## src/rtl/sid_env_sched.sv

```systemverilog
// Time-multiplexed SID envelope scheduler: one shared ADSR step datapath walks all voices per tick.
// Optional sticky overrun flag built only when SID_ENV_SCHED_OVERRUN_EN is defined.
module sid_env_sched #(
  parameter int unsigned NVOICES = 3,
  parameter int unsigned RC_W    = 15
) (
  input  logic                 clk,
  input  logic                 reset,
  input  logic                 tick_i,
  input  logic [8*NVOICES-1:0] attack_decay_i,
  input  logic [8*NVOICES-1:0] sust_release_i,
  input  logic [NVOICES-1:0]   gate_i,
  input  logic                 overrun_clr_i,
  output logic [8*NVOICES-1:0] env_out_o,
  output logic                 busy_o,
  output logic                 sweep_done_o,
  output logic                 overrun_o
);

  localparam int unsigned SlotW = (NVOICES > 1) ? $clog2(NVOICES) : 1;

  typedef enum logic {StIdle, StRun} state_e;
  typedef enum logic [1:0] {AdsrAttack, AdsrDecay, AdsrRelease} adsr_e;

  state_e           state_q, state_d;
  logic [SlotW-1:0] slot_q, slot_d;
  logic             sweep_done_q, sweep_done_d;
  logic             last_slot;

  logic [RC_W-1:0]  rate_cnt_q [NVOICES];
  logic [4:0]       exp_cnt_q  [NVOICES];
  adsr_e            adsr_q     [NVOICES];
  logic [3:0]       cur_rate_q [NVOICES];
  logic [7:0]       env_q      [NVOICES];
  logic [NVOICES-1:0] gate_last_q;

  // Selected-voice view and its next state
  logic [RC_W-1:0] sel_rc, rc_n, period;
  logic [4:0]      sel_exp, exp_n;
  adsr_e           sel_adsr, adsr_n;
  logic [3:0]      sel_rate, rate_n, sel_att, sel_dec, sel_sus, sel_rel;
  logic [7:0]      sel_env, env_n;
  logic            sel_gate, sel_gl, rise, fall, qualify, fire;

  function automatic logic [14:0] rate_period(input logic [3:0] r);
    logic [14:0] p;
    case (r)
      4'd0:    p = 15'd9;
      4'd1:    p = 15'd32;
      4'd2:    p = 15'd63;
      4'd3:    p = 15'd95;
      4'd4:    p = 15'd149;
      4'd5:    p = 15'd220;
      4'd6:    p = 15'd267;
      4'd7:    p = 15'd313;
      4'd8:    p = 15'd392;
      4'd9:    p = 15'd977;
      4'd10:   p = 15'd1954;
      4'd11:   p = 15'd3126;
      4'd12:   p = 15'd3907;
      4'd13:   p = 15'd11720;
      4'd14:   p = 15'd19532;
      default: p = 15'd31251;
    endcase
    return p;
  endfunction

  function automatic logic [4:0] exp_period(input logic [7:0] env);
    logic [4:0] p;
    if (env >= 8'h5E)      p = 5'd1;
    else if (env >= 8'h37) p = 5'd2;
    else if (env >= 8'h1B) p = 5'd4;
    else if (env >= 8'h0F) p = 5'd8;
    else if (env >= 8'h07) p = 5'd16;
    else if (env >= 8'h01) p = 5'd30;
    else                   p = 5'd1;
    return p;
  endfunction

  // FSM: state register
  always_ff @(posedge clk) begin
    if (reset) begin
      state_q      <= StIdle;
      slot_q       <= '0;
      sweep_done_q <= 1'b0;
    end else begin
      state_q      <= state_d;
      slot_q       <= slot_d;
      sweep_done_q <= sweep_done_d;
    end
  end

  assign last_slot = (slot_q == SlotW'(NVOICES - 1));

  // FSM: next state
  always_comb begin
    state_d      = state_q;
    slot_d       = slot_q;
    sweep_done_d = 1'b0;
    case (state_q)
      StIdle: begin
        if (tick_i) begin
          state_d = StRun;
          slot_d  = '0;
        end
      end
      StRun: begin
        if (last_slot) begin
          state_d      = StIdle;
          slot_d       = '0;
          sweep_done_d = 1'b1;
        end else begin
          slot_d = slot_q + SlotW'(1);
        end
      end
      default: state_d = StIdle;
    endcase
  end

  // FSM: outputs
  always_comb begin
    busy_o       = (state_q == StRun);
    sweep_done_o = sweep_done_q;
    for (int v = 0; v < NVOICES; v++) begin
      env_out_o[8*v +: 8] = env_q[v];
    end
  end

  // Shared datapath: mux in the slot's voice, compute its update
  always_comb begin
    sel_rc   = '0;
    sel_exp  = '0;
    sel_adsr = AdsrRelease;
    sel_rate = '0;
    sel_env  = '0;
    sel_gate = 1'b0;
    sel_gl   = 1'b0;
    sel_att  = '0;
    sel_dec  = '0;
    sel_sus  = '0;
    sel_rel  = '0;
    for (int v = 0; v < NVOICES; v++) begin
      if (slot_q == SlotW'(v)) begin
        sel_rc   = rate_cnt_q[v];
        sel_exp  = exp_cnt_q[v];
        sel_adsr = adsr_q[v];
        sel_rate = cur_rate_q[v];
        sel_env  = env_q[v];
        sel_gate = gate_i[v];
        sel_gl   = gate_last_q[v];
        sel_att  = attack_decay_i[8*v+4 +: 4];
        sel_dec  = attack_decay_i[8*v   +: 4];
        sel_sus  = sust_release_i[8*v+4 +: 4];
        sel_rel  = sust_release_i[8*v   +: 4];
      end
    end

    rise    = sel_gate & ~sel_gl;
    fall    = ~sel_gate & sel_gl;
    period  = RC_W'(rate_period(sel_rate));
    qualify = (sel_rc == period);
    // Rate counter keeps running across gate edges, as the real chip does
    rc_n    = qualify ? '0 : sel_rc + RC_W'(1);
    exp_n   = sel_exp;
    adsr_n  = sel_adsr;
    rate_n  = sel_rate;
    env_n   = sel_env;
    fire    = 1'b0;

    if (rise) begin
      adsr_n = AdsrAttack;
      rate_n = sel_att;
    end else if (fall) begin
      adsr_n = AdsrRelease;
      rate_n = sel_rel;
    end else begin
      if (sel_adsr == AdsrAttack) begin
        exp_n = '0;
        fire  = qualify;
      end else if (qualify) begin
        if (sel_exp == exp_period(sel_env)) begin
          exp_n = '0;
          fire  = 1'b1;
        end else begin
          exp_n = sel_exp + 5'd1;
        end
      end
      if (fire) begin
        case (sel_adsr)
          AdsrAttack: begin
            if (sel_env == 8'hFF) begin
              adsr_n = AdsrDecay;
              rate_n = sel_dec;
            end else begin
              env_n = sel_env + 8'd1;
            end
          end
          AdsrDecay: begin
            if (sel_env != {sel_sus, sel_sus} && sel_env != 8'h00) env_n = sel_env - 8'd1;
          end
          AdsrRelease: begin
            if (sel_env != 8'h00) env_n = sel_env - 8'd1;
          end
          default: ;
        endcase
      end
    end
  end

  // Per-voice register banks; only the active slot is written
  always_ff @(posedge clk) begin
    if (reset) begin
      gate_last_q <= '0;
      for (int v = 0; v < NVOICES; v++) begin
        rate_cnt_q[v] <= '0;
        exp_cnt_q[v]  <= '0;
        adsr_q[v]     <= AdsrRelease;
        cur_rate_q[v] <= '0;
        env_q[v]      <= '0;
      end
    end else if (state_q == StRun) begin
      for (int v = 0; v < NVOICES; v++) begin
        if (slot_q == SlotW'(v)) begin
          rate_cnt_q[v]  <= rc_n;
          exp_cnt_q[v]   <= exp_n;
          adsr_q[v]      <= adsr_n;
          cur_rate_q[v]  <= rate_n;
          env_q[v]       <= env_n;
          gate_last_q[v] <= sel_gate;
        end
      end
    end
  end

`ifdef SID_ENV_SCHED_OVERRUN_EN
  logic overrun_q;

  // Set has priority over clear
  always_ff @(posedge clk) begin
    if (reset) begin
      overrun_q <= 1'b0;
    end else if (tick_i && state_q == StRun) begin
      overrun_q <= 1'b1;
    end else if (overrun_clr_i) begin
      overrun_q <= 1'b0;
    end
  end

  assign overrun_o = overrun_q;
`else
  logic unused_overrun_clr;
  assign unused_overrun_clr = overrun_clr_i;
  assign overrun_o          = 1'b0;
`endif

endmodule

```

## config.mk

```make
export PLATFORM = sky130hd
export DESIGN_NAME = sid_env_sched
export DESIGN_NICKNAME = d
export VERILOG_FILES = /design/src/rtl/sid_env_sched.sv
export SDC_FILE = /design/constraint.sdc
export NUM_CORES = 1
export LEC_CHECK = 0
export CELL_PAD_IN_SITES_DETAIL_PLACEMENT = 1
export CELL_PAD_IN_SITES_GLOBAL_PLACEMENT = 1
export CORE_MARGIN = 2
export CORE_UTILIZATION = 51
export CTS_CLUSTER_DIAMETER = 30
export DETAILED_ROUTE_END_ITERATION = 8
export DONT_BUFFER_PORTS = 1
export PLACE_DENSITY_LB_ADDON = 0.25
export SLEW_MARGIN = 20
export SYNTH_ARGS = -nofsm -noshare
export SYNTH_HDL_FRONTEND = slang
export SYNTH_SLANG_ARGS = --single-unit
```

## constraint.sdc

```tcl
create_clock -name clk -period 5.34 [get_ports clk]
set_input_delay 0.801 -clock clk [delete_from_list [all_inputs] [get_ports clk]]
set_output_delay 0.801 -clock clk [all_outputs]
set_load 0.05 [all_outputs]
```

==> results of run 1 <==
worst min-delay path: stages (launching register included):
cell and delay (ns):
dfxtp_1 0.32, inv_1 0.05, o21bai_1 0.06
power groups by stage:
stage,logic [mW],clock network [mW],registers [mW]
final,0.563,0.674,1.08
after global placement,0.543,0,1.09
after CTS,0.559,0.685,1.08
after floorplan,0.437,0,1.08
after global routing,0.615,0.707,1.09
after detailed placement,0.556,0,1.10
cells by family after synthesis:
group                      Yosys count  synth area share
buffers and inverters               54            0.0457
xor gates and xnor gates            23            0.0281
and+or+nand+nor                    205             0.146
DFF                                109             0.447
AOI/OAI and AO/OA                  183             0.198
other                                1          0.000523
adders and majority gates           18            0.0314
muxes                               68             0.103
per-stage QoR:
step | hold slack (ns) | cell area [µm²] | total power, mW
finish | 0.480 | 7540 | 2.32
global route | 0.490 | 7540 | 2.41
CTS | 0.476 | 7540 | 2.32
detailed placement | 0.465 | 7240 | 1.65
global placement | 0.449 | 7240 | 1.64
floorplan | 0.439 | 7170 | 1.52
metal layers:
layer,up-vias,track usage,wire (µm)
met4,0,0.0812,238
met5,-,0,0
met1,2682,0.369,8870
met2,159,0.439,9400
li1,2490,-,-
met3,16,0.0451,1050
registers in the layout (all words and copies together), names as in the netlist:
register and count:
adsr_q 6, busy_o 1, cur_rate_q 12, env_q 24, exp_cnt_q 15, gate_last_q 3, rate_cnt_q 45, slot_q 2
sweep_done_o 1
cell type report:
type / instances / area share
Clock buffer: 9 / 0.0299
Tap cell: 180 / 0.0299
Sequential cell: 109 / 0.426
Clock inverter: 7 / 0.00880
Multi-Input combinational cell: 498 / 0.483
Timing Repair Buffer: 13 / 0.0146
Inverter: 16 / 0.00797
worst paths after layout:
| kind | startpoint | end | slack, ns | cells past startpoint |
|---|---|---|---|---|
| max | slot_q[0] | env_q[0][16] | 0.41 | 15 |
| min | gate_last_q[2] | gate_last_q[2] | 0.48 | 2 |
| max reg2reg | slot_q[0] | env_q[0][16] | 0.41 | 15 |
| min reg2reg | gate_last_q[2] | gate_last_q[2] | 0.48 | 2 |
cell usage in the layout, fill, tap and decap left out, drive strengths merged, types with 5 or more instances in the layout:
cell type	n
a211oi	10
a21oi	38
a22oi	9
a2bb2oi	11
and3	11
buf	13
clkbuf	9
dfxtp	7
edfxtp	102
ha	18
inv	19
mux2i	65
nand2	48
nand2b	8
nand3	14
nand3b	5
nand4	8
nor2	73
nor3	11
o211ai	13
o21ai	43
o22ai	7
o2bb2ai	13
or3	5
xnor2	15
xor2	8
==> qor.csv, run 1 <==
metric,value,unit
GPL Wtd Cong,0.968,
top post-synthesis cells by area,"edfxtp_1, mux2i_1, nor2_1",
Netlist cell types,91,
clock buffer depth,2,
asr flop ratio synth,0,
"Worst Path Class, Setup",register to register,
syn_nets,734,
final WL,19600,µm
"CP delay by family, top",simple AND/OR/NAND/NOR gates,
worst hold path type,register to register,
Cells after Synth,661,
share of cells above drive strength 1,0.123,
most common cell in the netlist,edfxtp_1,
multi-input logic area,3640,µm²
Tot GR Track Use,0.269,
status,completed,
area overhead of the layout relative to synthesis,5.11,%
wire per inst,23.5,µm
Starting Density,0.519,
Root Driver,clkbuf_16,
cts repair resizes,0,
Synth Flop Type,edfxtp_1,
GRT overflow,0,
Buffers on Ports,0,
core region area,13800,µm²
share of the core filled with cells,0.545,
Post-synth EDFFs,102,
clock network power share,0.291,
"Setup Fix Bufs, Post-CTS",0,
Final period util,0.922,
Critical Path AT,5.09,ns
"Seq/Total Area, Yosys",0.447,
FP Rows,43,
crit end category,register,
cell taking the most area after synthesis,edfxtp_1,
fill cell count,1486,
die width,123,µm
drt drc,0,
antenna violations before repair,0,
commonest cells in the netlist,"edfxtp_1, nor2_1, mux2i_1",
pin count of the biggest net entering global routing,77,
Synth top area share,0.427,
PD cells,307,nW/µm²
ant diodes,0,
worst vdd ir,0.194,mV
TritonRoute pass-1 iters,4,
Pint,1.53,mW
routed via count,5347,
Nets,720,
Buffers & Inverters on Critical Path,3,
DP Cell Count,816,
final hold violations,0,
Sequential Power Share,0.466,
clock skew,0.00693,ns
"Max FO, Critical Path",21,
syn avg cell area,10.8,µm²
Die ar.,15000,µm²
critical path data required time,5.50,ns
RSZ-0062 raised after global routing,false,
Synth Cell Area,7170,µm²
Worst Slack Setup Final,0.415,ns
measured slew at the worst slew-check pin,1.10,ns
Worst Setup Start Kind,register,
#FFs+latches synth,109,
first-iteration detailed-routing DRC count,294,
register area,3210,µm²
combinational share of power,0.243,
CTS Hold Bufs,0,
CTS tree,built,
# Max-Cap Violations,0,
first-pass GRT wire length,30600,µm
final cell count without fillers,832,
Ys Warns,0,
sw frac,0.339,
placed wire-length estimate,13600,µm
Tmin final,4.93,ns
htree depth,3,
setup_tns,0,ns
crit path cell chain,buf_4 > mux2i_2 > a2bb2oi_4 > inv_2 > ha_1 > inv_1 > o22ai_1 > xor2_1 > nor4b_1 > o32a_1 > nand4_1 > nor4_4 > o2111ai_4 > or3_1 > a21oi_1,
Leak,2.58,nW
pre-CTS WS,0.422,ns
vias in the first global route,5500,
Final ANT Viol Nets,0,
Sw Pwr,0.785,mW
f_max,203,MHz
clk slew on worst S/H paths,0.08,ns
total CTS buffers,9,
I/O pins,82,
Worst path max stage delay,0.65,ns
Sink Count,109,
Slew headroom,0.264,
Die Ht,123,µm
clock latency on the worst-skew pair,0.37,ns
Slew Limit Fails,0,
"Setup violations, final",0,
DR vias/cell,6.43,
Critical-path top delay cell,nor4_4,
No activity file was read; power rests on OpenSTA's default activity.
==> inputs of run 2 (changes only) <==
--- a/config.mk
+++ b/config.mk
@@ -14,3 +14,4 @@
 export DONT_BUFFER_PORTS = 1
-export PLACE_DENSITY_LB_ADDON = 0.25
+export PLACE_DENSITY = 0.9
+export REMOVE_ABC_BUFFERS = 1
 export SLEW_MARGIN = 20
--- a/constraint.sdc
+++ b/constraint.sdc
@@ -3,2 +3,2 @@
 set_output_delay 0.801 -clock clk [all_outputs]
-set_load 0.05 [all_outputs]
+set_load 0.02 [all_outputs]
==> run 2 against run 1 <==
- clock power up 4.5%
- power decreased by 0.21%
- cell count down 0.24%
- highest routed layer unchanged
- clock skew is 0.0017 ns higher
- setup slack better by 0.044 ns
- die area unchanged
- worst hold slack got worse by 0.0083 ns
- first-iteration DRC count rose by 63%
- largest cell class unchanged
- critical path depth did not move
- register-to-register slack improved by 0.04 ns
==> qor.csv, run 2 (synthesis results as in run 1) <==
metric,value,unit,change
status,completed,,
Leak,2.57,nW,-0.20%
first-pass GRT wire length,30300,µm,-0.97%
Critical-path top delay cell,o2bb2ai_1,,
Min Hold Slack,0.472,ns,-0.00826 ns
Critical Path AT,5.04,ns,-0.05 ns
Tmin final,4.88,ns,-0.0440 ns
Slew Limit Fails,0,,unchanged
GRT overflow,0,,unchanged
Hold Crit Depth,2,,unchanged
htree depth,3,,unchanged
antenna violations before repair,0,,unchanged
FP Rows,43,,unchanged
routed via count,5377,,+0.56%
Tot GR Track Use,0.262,,-0.00770
critical path data required time,5.50,ns,about the same
Worst path max stage delay,0.55,ns,-0.10 ns
clk slew on worst S/H paths,0.08,ns,about the same
post-route cell area,7530,µm²,about the same
sw frac,0.326,,-0.0135
Buffers on Ports,0,,unchanged
Sequential Power Share,0.453,,-0.013
core region area,13800,µm²,unchanged
# Max-Cap Violations,0,,unchanged
RSZ-0062 raised after global routing,false,,
"Setup Fix Bufs, Post-CTS",0,,unchanged
"Worst Path Class, Setup",register to register,,
Final ANT Viol Nets,0,,unchanged
Starting Density,0.519,,unchanged
clock network power share,0.305,,+0.014
ant diodes,0,,unchanged
"Max FO, Critical Path",35,,+67%
Die Ht,123,µm,unchanged
total power,2.31,mW,-0.21%
DR vias/cell,6.48,,+0.80%
combinational share of power,0.242,,about the same
Pint,1.56,mW,+1.8%
total CTS buffers,9,,unchanged
most frequent cells in the layout,"edfxtp_1, nor2_1, mux2i_1, nand2_1, a21oi_1",,
"most common cell after layout, fill and taps aside",edfxtp_1,,
GPL Wtd Cong,0.883,,-8.9%
Reg2Reg Depth,15,,unchanged
vias in the first global route,5789,,+5.3%
Nets,718,,-0.28%
setup_tns,0,ns,unchanged
TritonRoute pass-1 iters,5,,+1
CTS Hold Bufs,0,,unchanged
Largest regs,"rate_cnt_q x45, env_q x24, exp_cnt_q x15",,
first-iteration detailed-routing DRC count,479,,+63%
Root Driver,clkbuf_16,,
PD cells,307,nW/µm²,-0.13%
CTS tree,built,,
final hold violations,0,,unchanged
clock buffer depth,2,,unchanged
Largest Register,rate_cnt_q,,
cts repair resizes,0,,unchanged
crit path cell chain,buf_4 > mux2i_1 > o2bb2ai_1 > inv_2 > ha_1 > nor2b_1 > o211ai_1 > nand4_1 > a311oi_1 > xnor2_1 > o211ai_2 > nor2_1 > o2111ai_4 > or3_1 > a21oi_1,,
Sink Count,109,,unchanged
clock latency on the worst-skew pair,0.36,ns,about the same
Final period util,0.914,,-0.00825
"setup slack, reg-to-reg",0.46,ns,+0.04 ns
pin count of the biggest net entering global routing,40,,-48%
measured slew at the worst slew-check pin,1.07,ns,-0.0304 ns
clock skew,0.00859,ns,+0.00165 ns
worst vdd ir,0.179,mV,-7.7%
share of the core filled with cells,0.545,,about the same
I/O pins,82,,unchanged
area overhead of the layout relative to synthesis,5.03,%,about the same
f_max,205,MHz,+0.90%
drt drc,0,,unchanged
"Setup violations, final",0,,unchanged
Area after DPL,7220,µm²,-0.38%
die width,123,µm,unchanged
worst hold path type,register to register,,
Slew headroom,0.284,,+0.0203
Sw Pwr,0.752,mW,-4.2%
Worst Setup Start Kind,register,,
final WL,19100,µm,-2.5%
crit end category,register,,
Die ar.,15000,µm²,unchanged
wire per inst,23.0,µm,-2.3%
Largest register FFs,45,,unchanged
share of cells above drive strength 1,0.120,,-0.00270
placed wire-length estimate,13000,µm,-4.2%
run 2: changes by cell type in the layout (fill, tap and decap cells not counted):
cell,delta
inv_6,+2
buf_12,-1
inv_8,-1
clkinv_2,-2
buf_4,-1
clkbuf_16,+1
run 2: critical path, delay by kind of cell (launching register included):
kind	cells	cell delay, ns
AO/OA/AOI/OAI	6	1.77
flip-flops	1	0.44
AND/OR/NAND/NOR	4	1.07
buffers and inverters	2	0.73
multiplexers	1	0.16
XOR/XNOR	1	0.19
adder cells (fa/ha/maj)	1	0.28
run 2: stage by stage:
step | setup slack, ns | cells
after floorplan | -1.07 | 623
after global placement | 0.739 | 814
after detailed placement | 0.532 | 814
after CTS | 0.483 | 830
after global routing | 0.0932 | 830
final | 0.459 | 830
run 2: per-layer routing:
layer / GRT usage / vias up / part of all wire
met5: 0 / - / 0
met4: 0.115 / 0 / 0.027
met3: 0.0381 / 48 / 0.034
met2: 0.449 / 135 / 0.52
met1: 0.328 / 2704 / 0.42
li1: - / 2490 / -
run 2: layout make-up:
type	instances	area (µm²)
clock buffer	10	250
clock inverter	6	62.6
fill	1472	6300
inverter	16	60.1
multi-input combinational	498	3640
sequential	109	3210
tap	180	225
timing repair buffer	11	82.6
run 2: power by group through the flow:
stage / logic (mW) / clock network (mW) / registers (mW)
floorplan: 0.404 / 0 / 1.07
global placement: 0.528 / 0 / 1.06
detailed placement: 0.550 / 0 / 1.07
CTS: 0.555 / 0.708 / 1.05
global route: 0.608 / 0.733 / 1.05
finish: 0.560 / 0.704 / 1.05
run 2: final timing paths:
path | from | to
setup reg to reg | slot_q[0] | env_q[0][22]
hold reg to reg | gate_last_q[2] | gate_last_q[2]
setup / recovery | slot_q[0] | env_q[0][22]
hold / removal | gate_last_q[2] | gate_last_q[2]
